$ cat config.mk
export PLATFORM = sky130hd
export DESIGN_NAME = fp_alu_issuer_flat
export DESIGN_NICKNAME = d
export VERILOG_FILES = /design/src/rtl/fp_alu_issuer_if.sv /design/src/rtl/fp_alu_issuer.sv /design/src/flat_wrapper.sv
export SDC_FILE = /design/constraint.sdc
export NUM_CORES = 1
export LEC_CHECK = 0
export CORE_ASPECT_RATIO = 0.8
export CORE_MARGIN = 10
export CORE_UTILIZATION = 50
export CTS_BUF_LIST = sky130_fd_sc_hd__clkbuf_8
export DETAILED_ROUTE_END_ITERATION = 16
export GPL_TIMING_DRIVEN = 0
export PLACE_DENSITY = 0.75
export SLEW_MARGIN = 20
export SYNTH_ARGS = -nofsm -noshare
export SYNTH_HDL_FRONTEND = slang
export SYNTH_SLANG_ARGS = --single-unit
$ cat constraint.sdc
create_clock -name clk -period 6.15 [get_ports clk]
set_input_delay 1.23 -clock clk [delete_from_list [all_inputs] [get_ports clk]]
set_output_delay 1.23 -clock clk [all_outputs]
set_load 0.01 [all_outputs]
$ cat src/rtl/fp_alu_issuer_if.sv
// Command and response handshake channels of the FP ALU issuer.
// The issuer is the slave: it accepts commands and returns results.
interface fp_alu_issuer_if;
  logic        cmd_valid;
  logic        cmd_ready;
  logic [63:0] cmd_r;
  logic [63:0] cmd_s;
  logic [3:0]  cmd_op;
  logic [3:0]  cmd_tag;

  logic        rsp_valid;
  logic        rsp_ready;
  logic [63:0] rsp_y;
  logic [5:0]  rsp_status;
  logic [3:0]  rsp_tag;

  modport master (
    output cmd_valid, cmd_r, cmd_s, cmd_op, cmd_tag,
    input  cmd_ready,
    input  rsp_valid, rsp_y, rsp_status, rsp_tag,
    output rsp_ready
  );

  modport slave (
    input  cmd_valid, cmd_r, cmd_s, cmd_op, cmd_tag,
    output cmd_ready,
    output rsp_valid, rsp_y, rsp_status, rsp_tag,
    input  rsp_ready
  );
endinterface

$ cat src/rtl/fp_alu_issuer.sv
// Sequential front end for the combinational 64-bit FP ALU: buffers commands,
// holds ALU operands for SETTLE cycles, captures Y/Status and returns them in order.
module fp_alu_issuer #(
  parameter int DEPTH  = 4,
  parameter int SETTLE = 1
) (
  input  logic                     clk,
  input  logic                     reset_n,
  fp_alu_issuer_if.slave           bus,
  output logic [63:0]              alu_r,
  output logic [63:0]              alu_s,
  output logic [3:0]               alu_op,
  input  logic [63:0]              alu_y,
  input  logic [5:0]               alu_status,
  output logic [5:0]               flags,
  output logic [$clog2(DEPTH):0]   count,
  output logic                     busy
);

  localparam int PW = $clog2(DEPTH);
  localparam int CW = PW + 1;

  typedef struct packed {
    logic [63:0] r;
    logic [63:0] s;
    logic [3:0]  op;
    logic [3:0]  tag;
  } cmd_t;

  typedef enum logic [1:0] {
    ST_IDLE,
    ST_SETTLE,
    ST_HOLD
  } state_t;

  state_t        state;
  cmd_t          mem [DEPTH];
  cmd_t          cmd_in;
  cmd_t          head;
  logic [PW-1:0] wr_ptr;
  logic [PW-1:0] rd_ptr;
  logic [3:0]    settle_cnt;
  logic [3:0]    tag_q;
  logic          push;
  logic          pop;

  assign cmd_in        = '{r: bus.cmd_r, s: bus.cmd_s, op: bus.cmd_op, tag: bus.cmd_tag};
  assign head          = mem[rd_ptr];
  assign bus.cmd_ready = (count < CW'(DEPTH));
  assign push          = bus.cmd_valid && bus.cmd_ready;
  // The FSM is the only consumer: pop from IDLE, or from HOLD on the response handshake.
  assign pop           = (count != '0) &&
                         ((state == ST_IDLE) || ((state == ST_HOLD) && bus.rsp_ready));
  assign busy          = (state != ST_IDLE) || (count != '0);

  // NOTE: FIFO storage has no reset; occupancy is governed by the reset pointers and count.
  always_ff @(posedge clk) begin
    if (push) mem[wr_ptr] <= cmd_in;
  end

  // NOTE: all sequential state uses non-blocking assignments so every register samples pre-edge values.
  always_ff @(posedge clk or negedge reset_n) begin
    if (!reset_n) begin
      wr_ptr <= '0;
      rd_ptr <= '0;
      count  <= '0;
    end else begin
      if (push) wr_ptr <= wr_ptr + PW'(1);
      if (pop)  rd_ptr <= rd_ptr + PW'(1);
      count <= count + CW'(push) - CW'(pop);
    end
  end

  always_ff @(posedge clk or negedge reset_n) begin
    if (!reset_n) begin
      state          <= ST_IDLE;
      alu_r          <= '0;
      alu_s          <= '0;
      alu_op         <= '0;
      tag_q          <= '0;
      settle_cnt     <= '0;
      bus.rsp_valid  <= 1'b0;
      bus.rsp_y      <= '0;
      bus.rsp_status <= '0;
      bus.rsp_tag    <= '0;
      flags          <= '0;
    end else begin
      // Operands change only here, so they stay put through SETTLE and HOLD.
      if (pop) begin
        alu_r      <= head.r;
        alu_s      <= head.s;
        alu_op     <= head.op;
        tag_q      <= head.tag;
        settle_cnt <= 4'(SETTLE);
      end

      case (state)
        ST_IDLE: begin
          if (pop) state <= ST_SETTLE;
        end
        ST_SETTLE: begin
          settle_cnt <= settle_cnt - 4'd1;
          if (settle_cnt == 4'd1) begin
            bus.rsp_y      <= alu_y;
            bus.rsp_status <= alu_status;
            bus.rsp_tag    <= tag_q;
            flags          <= alu_status;
            bus.rsp_valid  <= 1'b1;
            state          <= ST_HOLD;
          end
        end
        ST_HOLD: begin
          if (bus.rsp_ready) begin
            bus.rsp_valid <= 1'b0;
            state         <= pop ? ST_SETTLE : ST_IDLE;
          end
        end
        default: state <= ST_IDLE;
      endcase
    end
  end

endmodule
$ cat src/flat_wrapper.sv
// flat-port wrapper written by rule: the top's interface ports become plain ports
module fp_alu_issuer_flat 
#(
  parameter int DEPTH  = 4,
  parameter int SETTLE = 1
)
  (clk, reset_n, alu_r, alu_s, alu_op, alu_y, alu_status, flags, count, busy, bus_cmd_valid, bus_cmd_r, bus_cmd_s, bus_cmd_op, bus_cmd_tag, bus_cmd_ready, bus_rsp_valid, bus_rsp_y, bus_rsp_status, bus_rsp_tag, bus_rsp_ready);
  fp_alu_issuer_if bus_i ();
  input  logic clk;
  input  logic reset_n;
  output logic [63:0] alu_r;
  output logic [63:0] alu_s;
  output logic [3:0] alu_op;
  input  logic [63:0] alu_y;
  input  logic [5:0] alu_status;
  output logic [5:0] flags;
  output logic [$clog2(DEPTH):0] count;
  output logic busy;
  input wire logic [$bits(bus_i.cmd_valid)-1:0] bus_cmd_valid;
  input wire logic [$bits(bus_i.cmd_r)-1:0] bus_cmd_r;
  input wire logic [$bits(bus_i.cmd_s)-1:0] bus_cmd_s;
  input wire logic [$bits(bus_i.cmd_op)-1:0] bus_cmd_op;
  input wire logic [$bits(bus_i.cmd_tag)-1:0] bus_cmd_tag;
  output wire logic [$bits(bus_i.cmd_ready)-1:0] bus_cmd_ready;
  output wire logic [$bits(bus_i.rsp_valid)-1:0] bus_rsp_valid;
  output wire logic [$bits(bus_i.rsp_y)-1:0] bus_rsp_y;
  output wire logic [$bits(bus_i.rsp_status)-1:0] bus_rsp_status;
  output wire logic [$bits(bus_i.rsp_tag)-1:0] bus_rsp_tag;
  input wire logic [$bits(bus_i.rsp_ready)-1:0] bus_rsp_ready;
  assign bus_i.cmd_valid = bus_cmd_valid;
  assign bus_i.cmd_r = bus_cmd_r;
  assign bus_i.cmd_s = bus_cmd_s;
  assign bus_i.cmd_op = bus_cmd_op;
  assign bus_i.cmd_tag = bus_cmd_tag;
  assign bus_cmd_ready = bus_i.cmd_ready;
  assign bus_rsp_valid = bus_i.rsp_valid;
  assign bus_rsp_y = bus_i.rsp_y;
  assign bus_rsp_status = bus_i.rsp_status;
  assign bus_rsp_tag = bus_i.rsp_tag;
  assign bus_i.rsp_ready = bus_rsp_ready;
  fp_alu_issuer #(.DEPTH(DEPTH), .SETTLE(SETTLE)) u_core (.clk(clk), .reset_n(reset_n), .bus(bus_i), .alu_r(alu_r), .alu_s(alu_s), .alu_op(alu_op), .alu_y(alu_y), .alu_status(alu_status), .flags(flags), .count(count), .busy(busy));
endmodule
==> flow_summary.json, run 1 <==
{
  "critPathMaxFanout": 6,
  "rrSetupSlack_ns": 3.47,
  "multi_input_area_um2": 6200,
  "async_reset_ff_share_pct": 29.2,
  "synthXorXnorAreaFrac_pct": 0.183,
  "port_buffers": 427,
  "tritoncts": "built",
  "yosys.area.top_type": "edfxtp_1",
  "ctsHtreeMaxLevel": 3,
  "ctsResizeCount": 0,
  "vias": 13800,
  "yosysSeqAreaShare_pct": 76.4,
  "die_height_um": 234,
  "synth_flop_cell": "edfxtp_1",
  "p_switching_uw": 5220,
  "drc": 0,
  "firstDrtPassIters": 4,
  "worstPathArrival_ns": 2.26,
  "timing.rr.start": "u_core.count[2]$_DFF_PN0_",
  "worst-slew-pin-transition_ns": 0.815,
  "max_freq_ghz": 0.286,
  "die_area_um2": 67500,
  "period_share_pct": 56.8,
  "cpMaxStageDelayCell": "clkdlybuf4s50_1",
  "fin_worst_skew_ns": 0.0365,
  "netlist_instances": 1233,
  "critPathCaptureType": "output pin",
  "drv_slew": 0,
  "power_frac_comb_pct": 35.9,
  "fin_area_um2": 36900,
  "critical_path_class": "flip-flop to output pin",
  "yosysUniqueCellTypes": 36,
  "grt_max_degree": 79,
  "drive_gt1_share_pct": 30.6,
  "power.total_uw": 18500,
  "ioPinCount": 428,
  "finalWirelength_um": 62000,
  "grt_overflow": 0,
  "synth_top_cell_area_share_pct": 56.9,
  "area_growth_pct": 28.3,
  "initial_utilization_pct": 50.6,
  "hold_buffers": 0,
  "finalHoldViolations": 0,
  "avgSynthCellArea_um2": 23.3,
  "status": "completed",
  "synth-edff-count": 544,
  "ir_worst_vdd_mv": 0.280,
  "worstPathCellList": "nor4_1 > nand2b_1 > clkdlybuf4s50_1",
  "synth_area_leaders": "edfxtp_1, dfrtp_1, mux4_2, mux2_4, mux2_2",
  "synth_top_family_by_area": "multiplexers",
  "reg2reg_to": "u_core.count[2]$_DFF_PN0_",
  "finalCriticalPeriod_ns": 3.49,
  "synth-compound-area-share_pct": 0.183,
  "grt_use_total_pct": 18.3,
  "p_seq_share_pct": 40.4,
  "clk_latency_ns": 0.71,
  "drt_iter0_drc": 821,
  "grt_pass1_vias": 15300,
  "clock_path_buffers": 3,
  "rows": 78,
  "p_per_area_nw_per_um2": 502,
  "synthSimpleGateAreaFrac_pct": 0.544,
  "post-route-util_pct": 64.9,
  "avgRoutedWirePerCell_um": 23.4,
  "setup_viol": 0,
  "worstPathRequired_ns": 4.92,
  "p_int_uw": 13300,
  "nets": 2007,
  "rsz0062_at_grt": "false",
  "synthMuxAreaShare_pct": 20.2,
  "hold_class": "input pin to asynchronous set/reset pin",
  "antenna_found_initial": 9,
  "r2r_cells": 10,
  "cts_buffers": 112,
  "grt_pass1_wl_um": 93100,
  "critical-path-max-stage-delay_ns": 0.55,
  "hpwl_um": 41000,
  "synth.most_common_cell": "edfxtp_1",
  "antenna_left": 0,
  "final-seq-area_um2": 21900,
  "die_w_um": 288,
  "post_cts.repair.setup_buffers": 0,
  "cap_violations": 0,
  "leakagePower_uw": 0.0134,
  "slew_headroom_pct": 45.6,
  "synth_common_cells": "edfxtp_1, dfrtp_1, mux4_2",
  "coreArea_um2": 56800,
  "path_buf_inv": 1,
  "cts-root-buf": "clkbuf_8",
  "clockPowerShare_pct": 23.8,
  "clkSlewWorstSetupHoldPaths_ns": 0.06,
  "place_congestion": 0.733,
  "switching_share_pct": 28.2,
  "path_delay_family": "buffers and inverters",
  "place_area_um2": 34300,
  "fillCellCount": 3791,
  "viasPerCell": 5.19,
  "synth-seq-cells": 768,
  "startpoint_type": "flip-flop",
  "setup_tns_ns": 0,
  "synth_warnings": 0,
  "clock_sinks": 768,
  "synth_adder_area_share_pct": 0.418,
  "synth_fp_nets": 1452,
  "netlist_area_um2": 28700
}
[area by class of cell]
cell class	instances	share of cell area, %
Buffer	62	1.51
Clock buffer	132	4.93
Inverter	10	0.102
Clock inverter	82	1.88
Tap cell	760	2.58
Antenna cell	5	0.0339
Timing Repair Buffer	441	12.6
Sequential cell	768	59.5
Multi-Input combinational cell	393	16.8
[cells by family (layout without fill, tap and decap cells)]
kind of cell | count (synthesis) | in the layout
flops | 768 | 768
mux | 347 | 347
buf+inv | 72 | 727
simple gates | 23 | 23
fa+ha+maj | 9 | 9
compound gates | 8 | 8
xor+xnor | 6 | 6
other cells | 0 | 5
[metrics by stage]
stage	hold WS, ns	std cells	setup slack [ns]
2_1_floorplan	0.449	1233	0.908
3_3_place_gp	0.469	2420	-6.78
3_5_place_dp	0.474	2434	2.14
4_1_cts	0.450	2648	2.57
5_1_grt	0.483	2650	2.53
6_report	0.478	2653	2.66
[placed cells by master (no fill, tap or decap), types with 12 or more instances in the layout]
cell / synthesis / final
buf_2: 15 / 15
inv_1: 10 / 52
mux2_4: 100 / 100
clkdlybuf4s50_1: 0 / 426
clkbuf_1: 13 / 13
buf_12: 11 / 14
bufinv_16: 0 / 12
mux4_2: 136 / 136
dfrtp_1: 224 / 224
clkbuf_8: 0 / 132
buf_4: 12 / 12
edfxtp_1: 544 / 544
mux2_2: 110 / 110
[how the worst max path moves through the flow]
| stage | cells after the start | start | slack, ns | to |
|---|---|---|---|---|
| global placement | 1 | reset_n | -6.78 | u_core.alu_s[32]$_DFFE_PN0P_ |
| detailed placement | 11 | bus_rsp_ready | 2.14 | u_core.count[2]$_DFF_PN0_ |
| finish | 3 | u_core.count[2]$_DFF_PN0_ | 2.66 | busy |
| CTS | 3 | u_core.count[2]$_DFF_PN0_ | 2.57 | busy |
| floorplan | 3 | bus_cmd_valid | 0.91 | u_core.mem[0][0]$_DFFE_PP_ |
| global route | 3 | u_core.count[2]$_DFF_PN0_ | 2.53 | busy |
[registers in the layout, summed over array words and instances (netlist names), 3 cells and up]
name                cells
u_core.tag_q            4
u_core.mem            544
u_core.bus.rsp_tag      4
u_core.settle_cnt       4
u_core.bus.rsp_y       64
u_core.alu_op           4
u_core.alu_r           64
u_core.flags            6
u_core.alu_s           64
u_core.count            3
[power groups by stage]
stage	logic [uW]	clock network (uW)	registers, uW
2_1_floorplan	3640	0	7850
6_report	6630	4400	7470
5_1_grt	7080	4750	7600
3_5_place_dp	6780	0	7560
4_1_cts	6790	4510	7480
3_3_place_gp	6550	0	7670
[layer usage]
| metal | routed length (um) | vias up | GRT usage (%) |
|---|---|---|---|
| met4 | 1170 | 8 | 5.43 |
| li1 | - | 6098 | - |
| met3 | 4540 | 92 | 5.38 |
| met1 | 24200 | 7170 | 22.4 |
| met2 | 32000 | 395 | 31.2 |
| met5 | 55 | - | 0 |
Power figures use the tool's default switching activity.
==> run 2, diff against run 1 <==
==> constraint.sdc (replaced) <==
create_clock -name clk -period 3.6 [get_ports clk]
set_input_delay 0.72 -clock clk [delete_from_list [all_inputs] [get_ports clk]]
set_output_delay 0.72 -clock clk [all_outputs]
set_load 0.01 [all_outputs]
==> run 2 against run 1 <==
Effect of this change: combinational power increased by 70%; core utilization is 0.26 points lower; die area did not move; final cell count is 0.19% higher; sequential cell count stayed put; clock power increased by 59%; total power rose by 68%; register-to-register slack got worse by 2.5 ns; clock skew rose by 0.024 ns; setup slack got worse by 2.0 ns; sequential share of layout area grew 0.24 points; non-clock buffer count increased by 1; largest cell class unchanged; highest routed layer unchanged.
==> flow_summary.json, run 2 (synthesized netlist as in run 1, its figures left out) <==
{
  "hpwl_um": 40300,
  "coreArea_um2": 56800,
  "grt_max_degree": 98,
  "wl_met1_um": 24400,
  "fin_worst_skew_ns": 0.0605,
  "die_w_um": 288,
  "top_layer_used": "met5",
  "ctsHtreeMaxLevel": 3,
  "finalWirelength_um": 61600,
  "top_register": "u_core.mem",
  "setup_tns_ns": 0,
  "final-seq-area_um2": 21900,
  "clkSlewWorstSetupHoldPaths_ns": 0.06,
  "ioPinCount": 428,
  "finalCriticalPeriod_ns": 2.96,
  "reg2reg_to": "u_core.count[2]$_DFF_PN0_",
  "initial_utilization_pct": 50.6,
  "worst-slew-pin-transition_ns": 0.834,
  "antenna_found_initial": 7,
  "setup_viol": 0,
  "hold_class": "flip-flop to flip-flop",
  "hold_start": "u_core.settle_cnt[3]$_DFFE_PN0P_",
  "area_growth_pct": 27.8,
  "critPathMaxFanout": 6,
  "grt_overflow": 0,
  "finalHoldViolations": 0,
  "clock_path_buffers": 3,
  "die_height_um": 234,
  "final_cell_mix": "edfxtp_1, clkdlybuf4s50_1, dfrtp_1",
  "multi_input_area_um2": 6200,
  "grt_pass1_vias": 15200,
  "vias": 13800,
  "place_area_um2": 34300,
  "grt_use_total_pct": 18.2,
  "cts_buffers": 114,
  "critPathCaptureType": "output pin",
  "drc": 0,
  "tritoncts": "built",
  "startpoint_type": "flip-flop",
  "nets": 2010,
  "viasPerCell": 5.19,
  "final_common_cell": "edfxtp_1",
  "rrSetupSlack_ns": 0.93,
  "max_freq_ghz": 0.338,
  "antenna_left": 0,
  "rsz0062_at_grt": "false",
  "drive_gt1_share_pct": 30.2,
  "timing.rr.start": "u_core.count[2]$_DFF_PN0_",
  "die_area_um2": 67500,
  "cts-root-buf": "clkbuf_8",
  "largest_register_ffs": 544,
  "worstPathArrival_ns": 2.24,
  "wl_met2_um": 31500,
  "grt_pass1_wl_um": 92400,
  "drt_iter0_drc": 752,
  "place_congestion": 0.722,
  "clock_sinks": 768,
  "leakagePower_uw": 0.0133,
  "rows": 78,
  "p_per_area_nw_per_um2": 846,
  "slew_headroom_pct": 44.4,
  "r2r_cells": 10,
  "status": "completed",
  "firstDrtPassIters": 5,
  "holdPathStages": 1,
  "avgRoutedWirePerCell_um": 23.2,
  "port_buffers": 427,
  "cap_violations": 0,
  "drv_slew": 0,
  "hold_end": "u_core.settle_cnt[3]$_DFFE_PN0P_",
  "worstPathRequired_ns": 2.88,
  "ctsResizeCount": 0,
  "fillCellCount": 3816,
  "fin_area_um2": 36700,
  "ir_worst_vdd_mv": 0.504,
  "critical_path_class": "flip-flop to output pin",
  "clk_latency_ns": 0.74,
  "route.met3.wl_um": 4700,
  "period_share_pct": 82.1
}
[run 2: cell types whose count changed in the layout (fill, tap and decap cells not counted), sizes merged]
| cell | previous run | this run |
|---|---|---|
| dlygate4sd3 | 0 | 1 |
| clkinvlp | 3 | 1 |
| diode | 5 | 6 |
| bufinv | 12 | 4 |
| inv | 53 | 64 |
| clkbuf | 145 | 147 |
[run 2: power by group]
part	leakage, uW	internal [uW]	switching (uW)
combinational	0.00441	6690	4620
clock	0.00137	3700	3280
sequential	0.00756	11800	992
total	0.0133	22200	8890
[run 2: routing by layer]
layer / GRT usage, % / up-vias
li1: - / 6113
met1: 22.8 / 7148
met2: 30.5 / 430
met3: 5.52 / 91
met4: 5.10 / 4
met5: 0 / -
[run 2: layout make-up]
type | instances | area share [%]
Sequential cell | 768 | 59.8
Multi-Input combinational cell | 393 | 16.9
Timing Repair Buffer | 442 | 12.7
Clock buffer | 134 | 5.02
Tap cell | 760 | 2.59
Buffer | 62 | 1.52
Clock inverter | 83 | 1.34
Inverter | 10 | 0.102
Antenna cell | 6 | 0.0409
[run 2: worst max path at each step]
stage | from | endpoint | cells after the start
finish | u_core.count[2]$_DFF_PN0_ | busy | 3
global route | u_core.count[2]$_DFF_PN0_ | busy | 3
CTS | u_core.count[2]$_DFF_PN0_ | busy | 3
detailed placement | bus_rsp_ready | u_core.count[2]$_DFF_PN0_ | 11
global placement | reset_n | u_core.alu_s[30]$_DFFE_PN0P_ | 1
floorplan | bus_cmd_valid | u_core.mem[0][0]$_DFFE_PP_ | 3
[run 2: worst max-delay path, cell delays in order, from the launching register on]
cell and delay [ns]:
dfrtp_1 0.50, nor4_1 0.39, nand2b_1 0.09, clkdlybuf4s50_1 0.55
[run 2: what timing repair did]
| action | in CTS | in global routing |
|---|---|---|
| endpoints found under the hold margin | 48 | 0 |
| setup buffers | 0 | 0 |
| hold buffers | 1 | 0 |
[run 2: through the flow]
stage               utilization, %  power, uW  setup WS [ns]  hold slack, ns  cells
floorplan                        -      19600          0.379           0.424   1233
global placement              59.8      24100          -8.87           0.474   2420
detailed placement            60.5      24500         0.0595           0.486   2434
CTS                           64.6      31600          0.540           0.489   2652
global route                  64.6      32700          0.426           0.516   2653
finish                        64.6      31100          0.644           0.490   2658
==> run 3, diff against run 2 <==
==> constraint.sdc (replaced) <==
create_clock -name clk -period 2.9 [get_ports clk]
set_input_delay 0.58 -clock clk [delete_from_list [all_inputs] [get_ports clk]]
set_output_delay 0.58 -clock clk [all_outputs]
set_load 0.01 [all_outputs]
==> run 3 against run 2 <==
Effect of this change: final cell count is essentially flat; combinational power grew 24%; count of clock-buffer cells in the layout unchanged; via count up 0.19%; sequential power is 24% higher; clock skew shrank 0.0022 ns; highest routed layer unchanged.
==> flow_summary.json, run 3 (synthesized netlist as in run 1, its figures left out) <==
{
  "status": "completed",
  "area_growth_pct": 27.8,
  "grt_overflow": 0,
  "ioPinCount": 428,
  "cts_buffers": 114,
  "clock_path_buffers": 3,
  "hold_slack_ns": 0.384,
  "ctsHtreeMaxLevel": 3,
  "worst_slack_ns": 0.174,
  "initial_utilization_pct": 50.6,
  "finalCriticalPeriod_ns": 2.73,
  "place_congestion": 0.722,
  "viasPerCell": 5.20,
  "top_usage_layer": "met2",
  "grt_pass1_wl_um": 92400,
  "drive_gt1_share_pct": 30.2,
  "dpl_worst_slack_ns": -0.501,
  "finalWirelength_um": 61700,
  "antenna_left": 0,
  "post-route-util_pct": 64.6,
  "firstDrtPassIters": 5,
  "finalHoldViolations": 0,
  "final_common_cell": "edfxtp_1",
  "fillCellCount": 3817,
  "rows": 78,
  "die_w_um": 288,
  "startpoint_type": "flip-flop",
  "largest_register_ffs": 544,
  "nets": 2010,
  "die_area_um2": 67500,
  "grtUsageMet1_pct": 22.7,
  "rrSetupSlack_ns": 0.17,
  "met2_usage_pct": 30.5,
  "slew_headroom_pct": 44.4,
  "p_per_area_nw_per_um2": 1050,
  "grt_pass1_vias": 15200,
  "setup.worst_path.start": "u_core.count[2]$_DFF_PN0_",
  "fin_worst_skew_ns": 0.0584,
  "worst-slew-pin-transition_ns": 0.833,
  "clkSlewWorstSetupHoldPaths_ns": 0.06,
  "cts-root-buf": "clkbuf_8",
  "drv_slew": 0,
  "r2r_cells": 10,
  "max_freq_ghz": 0.367,
  "reg2reg_to": "u_core.count[2]$_DFF_PN0_",
  "die_height_um": 234,
  "grt_max_degree": 98,
  "setup_viol": 0,
  "grt_use_total_pct": 18.2,
  "cap_violations": 0,
  "period_share_pct": 94.0,
  "avgRoutedWirePerCell_um": 23.2,
  "worstPathRequired_ns": 3.48,
  "critPathCaptureType": "flip-flop",
  "clock_sinks": 768,
  "leakagePower_uw": 0.0133,
  "hold_class": "input pin to asynchronous set/reset pin",
  "ir_worst_vdd_mv": 0.626,
  "timing.rr.start": "u_core.count[2]$_DFF_PN0_",
  "port_buffers": 427,
  "antenna_found_initial": 7,
  "coreArea_um2": 56800,
  "endpoint": "u_core.count[2]$_DFF_PN0_",
  "hpwl_um": 40300,
  "rsz0062_at_grt": "false",
  "worstPathArrival_ns": 3.31,
  "critPathMaxFanout": 10,
  "clk_latency_ns": 0.74,
  "met3_usage_pct": 5.52,
  "drt_iter0_drc": 732,
  "top_register": "u_core.mem",
  "vias": 13800,
  "critical_path_class": "flip-flop to flip-flop",
  "tritoncts": "built",
  "post_cts.repair.setup_buffers": 0,
  "final_cell_mix": "edfxtp_1, clkdlybuf4s50_1, dfrtp_1",
  "drc": 0
}
-- run 3: cell count changes in the layout (fill, tap and decap cells not counted), sizes merged --
| cell | change |
|---|---|
| clkdlybuf4s50 | -1 |
| diode | -1 |
| dlymetal6s2s | +1 |
-- run 3: per-stage QoR --
stage	total power [uW]	instance area, um2	TNS, ns	cells
4_1_cts	39200	36700	0	2652
5_1_grt	40600	36700	0	2653
3_5_place_dp	30400	34300	-17.54	2434
6_report	38600	36700	0	2657
3_3_place_gp	30000	34000	-3303.41	2420
2_1_floorplan	24300	28700	-98.27	1233
-- run 3: power by group --
group          leakage (uW)  switching (uW)  total, uW  internal [uW]
registers           0.00756            1240      15900          14600
clock network       0.00137            4060       8660           4590
logic               0.00441            5730      14000           8310
total                0.0133           11000      38600          27500
-- run 3: worst max-delay path, cell delays in order (launching register included) --
cell and delay [ns]:
dfrtp_1 0.57, nor3_4 0.12, nor3_4 0.31, buf_2 0.39
ha_1 0.30, inv_1 0.06, ha_1 0.13, inv_1 0.05
fa_1 0.40, xnor2_1 0.14, xnor2_1 0.13
-- run 3: layout make-up --
type / count / area (um2) / area share, %
multi-input combinational: 393 / 6210 / 16.9
inverter: 10 / 37.5 / 0.102
tap: 760 / 951 / 2.59
timing repair buffer: 442 / 4670 / 12.7
antenna: 5 / 12.5 / 0.0341
sequential: 768 / 21900 / 59.8
clock buffer: 134 / 1840 / 5.02
clock inverter: 83 / 490 / 1.34
buffer: 62 / 558 / 1.52
-- run 3: how the worst min path moves through the flow --
| stage | start | endpoint |
|---|---|---|
| after floorplan | reset_n | u_core.alu_op[0]$_DFFE_PN0P_ |
| after global placement | u_core.settle_cnt[3]$_DFFE_PN0P_ | u_core.settle_cnt[3]$_DFFE_PN0P_ |
| after detailed placement | u_core.settle_cnt[3]$_DFFE_PN0P_ | u_core.settle_cnt[3]$_DFFE_PN0P_ |
| after CTS | reset_n | u_core.alu_r[32]$_DFFE_PN0P_ |
| after global routing | reset_n | u_core.alu_r[26]$_DFFE_PN0P_ |
| final | reset_n | u_core.alu_r[26]$_DFFE_PN0P_ |
-- run 3: layer usage --
metal / vias up / share of wire (%)
li1: 6111 / -
met1: 7179 / 40
met2: 427 / 51
met3: 91 / 7.4
met4: 4 / 1.7
met5: - / 0.044
-- run 3: what timing repair did --
item | CTS | global route
resized for setup | 1 | 1
setup endpoints to repair | 1 | 1
gates cloned | 0 | 0
endpoints found under the hold margin | 48 | 0
pin swaps | 0 | 0
hold buffers | 1 | 0
